<file path="src/rtl/mem_stage_pkg.sv">
// mem_stage_pkg: shared encodings for the load/store + writeback stage.
//   - RV32I load/store opcodes and funct3 codes
//   - FSM state encoding used by mem_stage (also exported on state_dbg)
package mem_stage_pkg;

    localparam logic [6:0] INST_TYPE_L = 7'b0000011;
    localparam logic [6:0] INST_TYPE_S = 7'b0100011;

    localparam logic [2:0] INST_LB  = 3'b000;
    localparam logic [2:0] INST_LH  = 3'b001;
    localparam logic [2:0] INST_LW  = 3'b010;
    localparam logic [2:0] INST_LBU = 3'b100;
    localparam logic [2:0] INST_LHU = 3'b101;
    localparam logic [2:0] INST_SB  = 3'b000;
    localparam logic [2:0] INST_SH  = 3'b001;
    localparam logic [2:0] INST_SW  = 3'b010;

    typedef enum logic [1:0] {
        MEM_IDLE = 2'd0,
        MEM_REQ  = 2'd1,
        MEM_WAIT = 2'd2
    } mem_state_t;

endpackage

</file>
<file path="src/rtl/mem_align.sv">
// mem_align: purely combinational lane handling for byte/half/word accesses.
// Ports:
//   we, funct3, addr[1:0]  access kind and byte offset
//   wdata                  raw store data (rs2)
//   rdata                  raw bus read data
//   be                     byte enables (loads always 4'b1111)
//   lane_wdata             store data replicated onto every lane
//   load_data              selected and sign/zero-extended load value
//   bad                    illegal funct3 or misaligned address
module mem_align
    import mem_stage_pkg::*;
(
    input  logic        we,
    input  logic [2:0]  funct3,
    input  logic [1:0]  addr,
    input  logic [31:0] wdata,
    input  logic [31:0] rdata,
    output logic [3:0]  be,
    output logic [31:0] lane_wdata,
    output logic [31:0] load_data,
    output logic        bad
);

    logic [7:0]  byte_sel;
    logic [15:0] half_sel;

    always_comb begin
        byte_sel = rdata[7:0];
        case (addr)
            2'd1:    byte_sel = rdata[15:8];
            2'd2:    byte_sel = rdata[23:16];
            2'd3:    byte_sel = rdata[31:24];
            default: byte_sel = rdata[7:0];
        endcase
        half_sel = addr[1] ? rdata[31:16] : rdata[15:0];
    end

    always_comb begin
        be         = 4'b1111;
        lane_wdata = wdata;
        load_data  = rdata;
        bad        = 1'b0;
        if (we) begin
            case (funct3)
                INST_SB: begin
                    be         = 4'b0001 << addr;
                    lane_wdata = {4{wdata[7:0]}};
                end
                INST_SH: begin
                    be         = addr[1] ? 4'b1100 : 4'b0011;
                    lane_wdata = {2{wdata[15:0]}};
                    bad        = addr[0];
                end
                INST_SW: bad = |addr;
                default: bad = 1'b1;
            endcase
        end else begin
            case (funct3)
                INST_LB:  load_data = {{24{byte_sel[7]}}, byte_sel};
                INST_LBU: load_data = {24'd0, byte_sel};
                INST_LH: begin
                    load_data = {{16{half_sel[15]}}, half_sel};
                    bad       = addr[0];
                end
                INST_LHU: begin
                    load_data = {16'd0, half_sel};
                    bad       = addr[0];
                end
                INST_LW:  bad = |addr;
                default:  bad = 1'b1;
            endcase
        end
    end

endmodule

</file>
<file path="src/rtl/mem_stage.sv">
// mem_stage: load/store + writeback stage after execute.
// Ports:
//   clk, rst                 clock, synchronous active-high reset
//   rd_addr_i/rd_data_i/rd_wen_i   writeback request from execute
//   mem_req_i, mem_we_i, mem_funct3_i, mem_addr_i, mem_wdata_i  memory request
//   bus_req_o/we_o/addr_o/be_o/wdata_o, bus_gnt_i, bus_rvalid_i, bus_rdata_i  data bus
//   rd_addr_o/rd_data_o/rd_wen_o   registered writeback to the register file
//   hold_flag_o              stall request while an access is in flight
//   err_o                    one-cycle pulse on misaligned/illegal/timeout
//   state_dbg                current FSM state
// Bus handshake: bus_req_o is held with stable addr/we/be/wdata until a cycle
// with bus_gnt_i high; the response is the first bus_rvalid_i seen in WAIT
// (never in the grant cycle itself).
module mem_stage
    import mem_stage_pkg::*;
#(
    parameter int TIMEOUT = 255
) (
    input  logic        clk,
    input  logic        rst,
    input  logic [4:0]  rd_addr_i,
    input  logic [31:0] rd_data_i,
    input  logic        rd_wen_i,
    input  logic        mem_req_i,
    input  logic        mem_we_i,
    input  logic [2:0]  mem_funct3_i,
    input  logic [31:0] mem_addr_i,
    input  logic [31:0] mem_wdata_i,
    output logic        bus_req_o,
    output logic        bus_we_o,
    output logic [31:0] bus_addr_o,
    output logic [3:0]  bus_be_o,
    output logic [31:0] bus_wdata_o,
    input  logic        bus_gnt_i,
    input  logic        bus_rvalid_i,
    input  logic [31:0] bus_rdata_i,
    output logic [4:0]  rd_addr_o,
    output logic [31:0] rd_data_o,
    output logic        rd_wen_o,
    output logic        hold_flag_o,
    output logic        err_o,
    output logic [1:0]  state_dbg
);

    localparam int CNT_W = (TIMEOUT > 1) ? $clog2(TIMEOUT + 1) : 1;

    mem_state_t  state, state_next;
    logic [CNT_W-1:0] cnt;

    logic        lat_we;
    logic [2:0]  lat_funct3;
    logic [31:0] lat_addr;
    logic [31:0] lat_wdata;
    logic [4:0]  lat_rd_addr;
    logic        lat_rd_wen;

    logic        in_idle, in_req;
    logic        al_we;
    logic [2:0]  al_funct3;
    logic [1:0]  al_addr;
    logic [31:0] al_wdata;
    logic [3:0]  al_be;
    logic [31:0] al_lane_wdata;
    logic [31:0] al_load;
    logic        al_bad;

    logic        start, bad_req, rv_done, to_done, timeout_hit;

    assign in_idle = (state == MEM_IDLE);
    assign in_req  = (state == MEM_REQ);

    // One aligner serves both the legality check of the incoming request (IDLE)
    // and the lane work of the latched access (REQ/WAIT).
    assign al_we     = in_idle ? mem_we_i          : lat_we;
    assign al_funct3 = in_idle ? mem_funct3_i      : lat_funct3;
    assign al_addr   = in_idle ? mem_addr_i[1:0]   : lat_addr[1:0];
    assign al_wdata  = in_idle ? mem_wdata_i       : lat_wdata;

    mem_align u_align (
        .we         (al_we),
        .funct3     (al_funct3),
        .addr       (al_addr),
        .wdata      (al_wdata),
        .rdata      (bus_rdata_i),
        .be         (al_be),
        .lane_wdata (al_lane_wdata),
        .load_data  (al_load),
        .bad        (al_bad)
    );

    // The counter equals the number of completed WAIT cycles, so it reaches
    // TIMEOUT at the edge that closes the cycle where it holds TIMEOUT-1.
    assign timeout_hit = (TIMEOUT != 0) && (cnt == CNT_W'(TIMEOUT - 1));

    always_comb begin
        state_next  = state;
        hold_flag_o = 1'b0;
        bus_req_o   = 1'b0;
        start       = 1'b0;
        bad_req     = 1'b0;
        rv_done     = 1'b0;
        to_done     = 1'b0;
        case (state)
            MEM_IDLE: begin
                if (mem_req_i) begin
                    if (al_bad) begin
                        bad_req = 1'b1;
                    end else begin
                        start       = 1'b1;
                        hold_flag_o = 1'b1;
                        state_next  = MEM_REQ;
                    end
                end
            end
            MEM_REQ: begin
                bus_req_o   = 1'b1;
                hold_flag_o = 1'b1;
                if (bus_gnt_i) state_next = MEM_WAIT;
            end
            MEM_WAIT: begin
                hold_flag_o = 1'b1;
                if (bus_rvalid_i) begin
                    rv_done     = 1'b1;
                    hold_flag_o = 1'b0;
                    state_next  = MEM_IDLE;
                end else if (timeout_hit) begin
                    to_done     = 1'b1;
                    hold_flag_o = 1'b0;
                    state_next  = MEM_IDLE;
                end
            end
            default: state_next = MEM_IDLE;
        endcase
    end

    // Bus fields are only meaningful while requesting; zero them otherwise.
    assign bus_we_o    = in_req & lat_we;
    assign bus_addr_o  = in_req ? {lat_addr[31:2], 2'b00} : 32'd0;
    assign bus_be_o    = in_req ? al_be : 4'd0;
    assign bus_wdata_o = in_req ? al_lane_wdata : 32'd0;
    assign state_dbg   = state;

    always_ff @(posedge clk) begin
        if (rst) begin
            state       <= MEM_IDLE;
            cnt         <= '0;
            err_o       <= 1'b0;
            rd_addr_o   <= 5'd0;
            rd_data_o   <= 32'd0;
            rd_wen_o    <= 1'b0;
            lat_we      <= 1'b0;
            lat_funct3  <= 3'd0;
            lat_addr    <= 32'd0;
            lat_wdata   <= 32'd0;
            lat_rd_addr <= 5'd0;
            lat_rd_wen  <= 1'b0;
        end else begin
            state <= state_next;
            err_o <= bad_req | to_done;

            if (start) begin
                lat_we      <= mem_we_i;
                lat_funct3  <= mem_funct3_i;
                lat_addr    <= mem_addr_i;
                lat_wdata   <= mem_wdata_i;
                lat_rd_addr <= rd_addr_i;
                lat_rd_wen  <= rd_wen_i;
            end

            if (in_req && bus_gnt_i) cnt <= '0;
            else if (state == MEM_WAIT) cnt <= cnt + 1'b1;

            case (state)
                MEM_IDLE: begin
                    if (mem_req_i) begin
                        rd_wen_o <= 1'b0;
                    end else begin
                        rd_addr_o <= rd_addr_i;
                        rd_data_o <= rd_data_i;
                        rd_wen_o  <= rd_wen_i && (rd_addr_i != 5'd0);
                    end
                end
                MEM_WAIT: begin
                    if (rv_done) begin
                        rd_addr_o <= lat_rd_addr;
                        if (!lat_we) rd_data_o <= al_load;
                        rd_wen_o  <= !lat_we && lat_rd_wen && (lat_rd_addr != 5'd0);
                    end else begin
                        rd_wen_o <= 1'b0;
                    end
                end
                default: rd_wen_o <= 1'b0;
            endcase
        end
    end

endmodule
</file>
<file path="config.mk">
export PLATFORM = sky130hd
export DESIGN_NAME = mem_stage
export DESIGN_NICKNAME = d
export VERILOG_FILES = /design/src/rtl/mem_stage_pkg.sv /design/src/rtl/mem_align.sv /design/src/rtl/mem_stage.sv
export SDC_FILE = /design/constraint.sdc
export NUM_CORES = 1
export LEC_CHECK = 0
export ABC_CLOCK_PERIOD_IN_PS = 5900
export CAP_MARGIN = 20
export CELL_PAD_IN_SITES_DETAIL_PLACEMENT = 0
export CELL_PAD_IN_SITES_GLOBAL_PLACEMENT = 1
export CORE_ASPECT_RATIO = 0.6
export CORE_MARGIN = 2
export CORE_UTILIZATION = 33
export CTS_CLUSTER_DIAMETER = 150
export CTS_CLUSTER_SIZE = 40
export DETAILED_ROUTE_END_ITERATION = 8
export PLACE_DENSITY_LB_ADDON = 0.25
export SYNTH_ARGS = -nofsm -noshare
export SYNTH_HDL_FRONTEND = slang
export SYNTH_SLANG_ARGS = --single-unit
</file>
<file path="constraint.sdc">
create_clock -name clk -period 5.9 [get_ports clk]
set_input_delay 0.885 -clock clk [delete_from_list [all_inputs] [get_ports clk]]
set_output_delay 0.885 -clock clk [all_outputs]
set_load 0.1 [all_outputs]
</file>
==> metrics.md <==
| Metric | Value |
|---|---|
| R2R Path Start | `state_dbg[1]` |
| Syn Inst Count | `886` |
| Final slew viol count | `0` |
| Pleak | `around 4.0 nW` |
| Place WS | `1.54 ns` |
| Register-to-register setup slack | `~2.7 ns` |
| Drt drc | `0` |
| Total gr overflow | `0` |
| Critical Path RT | `between 5 and 6 ns` |
| Slew headroom | `around 29%` |
| H-tree depth | `4` |
| Slowest-stage cell, CP | `dfxtp_1` |
| Fmax | `0.254 GHz` |
| Sequential area share after synthesis | `37.3%` |
| DRT Pass-1 Iters | `5` |
| Initial antenna violation count | `0` |
| Hold_ws | `approximately 0.45 ns` |
| Distinct cells, synth | `a little under 60` |
| Via count | `approximately 7,100` |
| Core region area | `between 15,000 and 20,000 µm²` |
| #FFs+latches synth | `between 100 and 150` |
| Startpoint Class | `flip-flop` |
| Share of cells above drive strength 1 | `between 10% and 20%` |
| Crit-path cells | `buf_4 -> or2_1 -> and3_1 -> o21a_1 -> buf_16 -> nor2_1 -> a211oi_1 -> buf_4` |
| Reg power frac | `roughly a third` |
| Fin area | `just under 10,000 µm²` |
| CTS tree | `done` |
| Most frequent CP cell | `buf_4` |
| First-pass GRT wire length | `approximately 38 mm` |
| N_diodes | `0` |
| Final critical-path setup slack | `1.96 ns` |
| Nets | `about 1,200` |
| Via density | `just over 5` |
| Initial Util | `between 30% and 40%` |
| Post-synthesis async set-or-reset flop share | `0%` |
| Die height | `around 110 µm` |
| Slowest cell delay on critical path | `approximately 0.53 ns` |
| Root buffer cell | `clkbuf_16` |
| GP Congestion | `0.811` |
| Reg2reg path depth | `8` |
| Multi-input gate area | `approximately 3800 µm²` |
| Cell count after placement | `between 1,000 and 1,500` |
| Unrepaired setup endpoints after global routing | `false` |
| Post-synth EDFFs | `0` |
| 1st-iter DRT viols | `approximately 470` |
| Crit-path max FO | `32` |
| Clk sinks | `about 120` |
| Final Util | `49.4%` |
| Routed len/inst | `17.8 µm` |
| Row cnt | `40` |
| Hold Path Cell Cnt | `2` |
| Layout Skew | `0.0115 ns` |
| Syn. warnings | `0` |
| Predominant post-synthesis flop cell | `dfxtp_1` |
| Most common cell after layout, fill and taps aside | `nand2_1` |
| Final Hold Viols | `0` |
| IO Count | `255` |
| Total power | `between 2 and 3 mW` |
| Final ANT Viol Nets | `0` |
| CP endpoint kind | `output pin` |
| Leading area contributor after synthesis | `dfxtp_1` |
| Commonest cells after routing, fill and taps aside | `nand2_1 (203), clkdlybuf4s50_1 (182), dfxtp_1 (123), a21oi_1 (112), buf_4 (87)` |
| Combinational share of power | `a little under a third` |
| Endpoints failing setup | `0` |
| Clock transition at the registers of the reported paths | `roughly 0.06 ns` |
| Final TNS setup | `0 ns` |
| Fin cells | `between 1,000 and 1,500` |
| HP Start | `lat_addr[22]` |
| Mean Syn Cell Area | `7.45 µm²` |
| Drt total wl | `about 25 mm` |
| Top post-synthesis cells by area | `dfxtp_1 (37%), nand2_1 (12%), a21oi_1 (8.5%)` |
| Worst hold path class | `flip-flop to flip-flop` |
| CTS Buffer Depth | `2` |
| Switching power share of the total | `36.6%` |
| Area grow syn2layout | `48.4%` |
| Final worst path period share | `between 60% and 70%` |
| Placed Area | `between 9000 and 10,000 µm²` |
| Sequential standard cell area | `approximately 2500 µm²` |
| Largest net degree at the start of global routing | `80` |
| Critical Path Start | `state_dbg[1]` |
| Hold Path End | `lat_addr[22]` |
| Worst slew pin tran | `1.06 ns` |
| Period minus WS final | `about 4 ns` |
| Synth top area share | `37.3%` |
| Clock network power share | `37.8%` |
| Post-CTS Setup Repair Bufs | `0` |
| Die ar. | `between 20,000 and 25,000 µm²` |
| Sw power | `around 1.1 mW` |
| Max Cap Viol | `0` |
| Cts-stage hold buffer count | `0` |
| Status | `completed` |
| Internal power | `1.88 mW` |
| WP data arrival | `3.06 ns` |
| Maximum VDD drop | `0.222 mV` |
| Vias in the first global route | `~6,300` |
| CTS resizes | `0` |
| Cell Pwr Density | `~300 nW/µm²` |
| Die W | `between 150 and 200 µm` |
| Setup Crit Path Kind | `flip-flop to output pin` |
| CTS Buf Count | `17` |
| Mapped Area | `between 6000 and 7000 µm²` |
| Clk_lat worst skew | `0.43 ns` |
| Worst R2R End | `lat_wdata[22]` |
| Fill cells | `2,007` |
| Aggregate global-route resource usage | `approximately 23%` |
| Post-DP HPWL | `17.5 mm` |
| Port buffer count | `about 250` |
==> registers in the layout (all words and copies together), names as in the netlist <==
register     count
rd_wen_o         1
rd_addr_o        5
lat_funct3       3
state_dbg        2
lat_rd_wen       1
err_o            1
cnt              8
rd_data_o       32
lat_we           1
lat_rd_addr      5
lat_wdata       32
lat_addr        32
==> power groups by stage <==
stage          logic [mW]  registers (mW)  clock network [mW]
3_3_place_gp        0.899           0.957                   0
3_5_place_dp        0.900           0.957                   0
6_report            0.909           0.939                1.12
5_1_grt             0.964           0.948                1.18
4_1_cts             0.902           0.940                1.14
2_1_floorplan       0.420            1.14                   0
==> kinds of logic (layout without fill, tap and decap cells) <==
group | after synthesis | after routing | share of synthesized area [%]
simple gates | 382 | 382 | 26.1
compound gates | 257 | 257 | 24.5
flops | 123 | 123 | 37.3
buf+inv | 79 | 309 | 5.36
mux | 36 | 36 | 5.50
xor+xnor | 6 | 6 | 0.796
fa+ha+maj | 2 | 2 | 0.379
other cells | 1 | 2 | 0.0568
==> synth_stat cells, types with 6 or more instances <==
| master | instances |
|---|---|
| a211oi_1 | 18 |
| a21o_1 | 16 |
| a21oi_1 | 112 |
| a2bb2oi_1 | 7 |
| a311oi_1 | 12 |
| a31oi_1 | 18 |
| and2_1 | 41 |
| buf_2 | 22 |
| buf_4 | 6 |
| clkbuf_1 | 39 |
| dfxtp_1 | 123 |
| mux2i_1 | 34 |
| nand2_1 | 203 |
| nand3_1 | 6 |
| nor2_1 | 77 |
| o21ai_0 | 37 |
| o221ai_1 | 14 |
| or3_1 | 21 |
| xor2_1 | 6 |
==> routing by layer <==
layer	up-vias	GRT usage [%]	wire length, µm
li1	3519	-	-
met1	3287	35.6	13000
met2	256	30.8	9770
met3	16	5.32	1760
met4	0	5.87	176
met5	-	0	0
==> how the worst max path moves through the flow <==
| stage | cells after the start | end |
|---|---|---|
| 6_report | 8 | bus_wdata_o[22] |
| 5_1_grt | 8 | bus_wdata_o[22] |
| 3_5_place_dp | 7 | bus_wdata_o[24] |
| 3_3_place_gp | 7 | bus_wdata_o[27] |
| 2_1_floorplan | 7 | bus_wdata_o[16] |
| 4_1_cts | 8 | bus_wdata_o[24] |
==> final cells by class <==
class                           instances  area share (%)
Multi-Input combinational cell        685            38.9
Clock buffer                           20            4.77
Sequential cell                       123            25.1
Clock inverter                         12            1.64
Inverter                                6           0.230
Timing Repair Buffer                  271            25.8
Tap cell                              273            3.49
==> critical path: cells and delay by family, from the launching register on <==
family | cells | cell delay [ns]
and+or+nand+nor | 3 | 0.68
AOI/OAI and AO/OA | 2 | 0.53
buffers and inverters | 3 | 0.88
DFF | 1 | 0.53
Note: power is estimated with default switching activity, not from simulation.
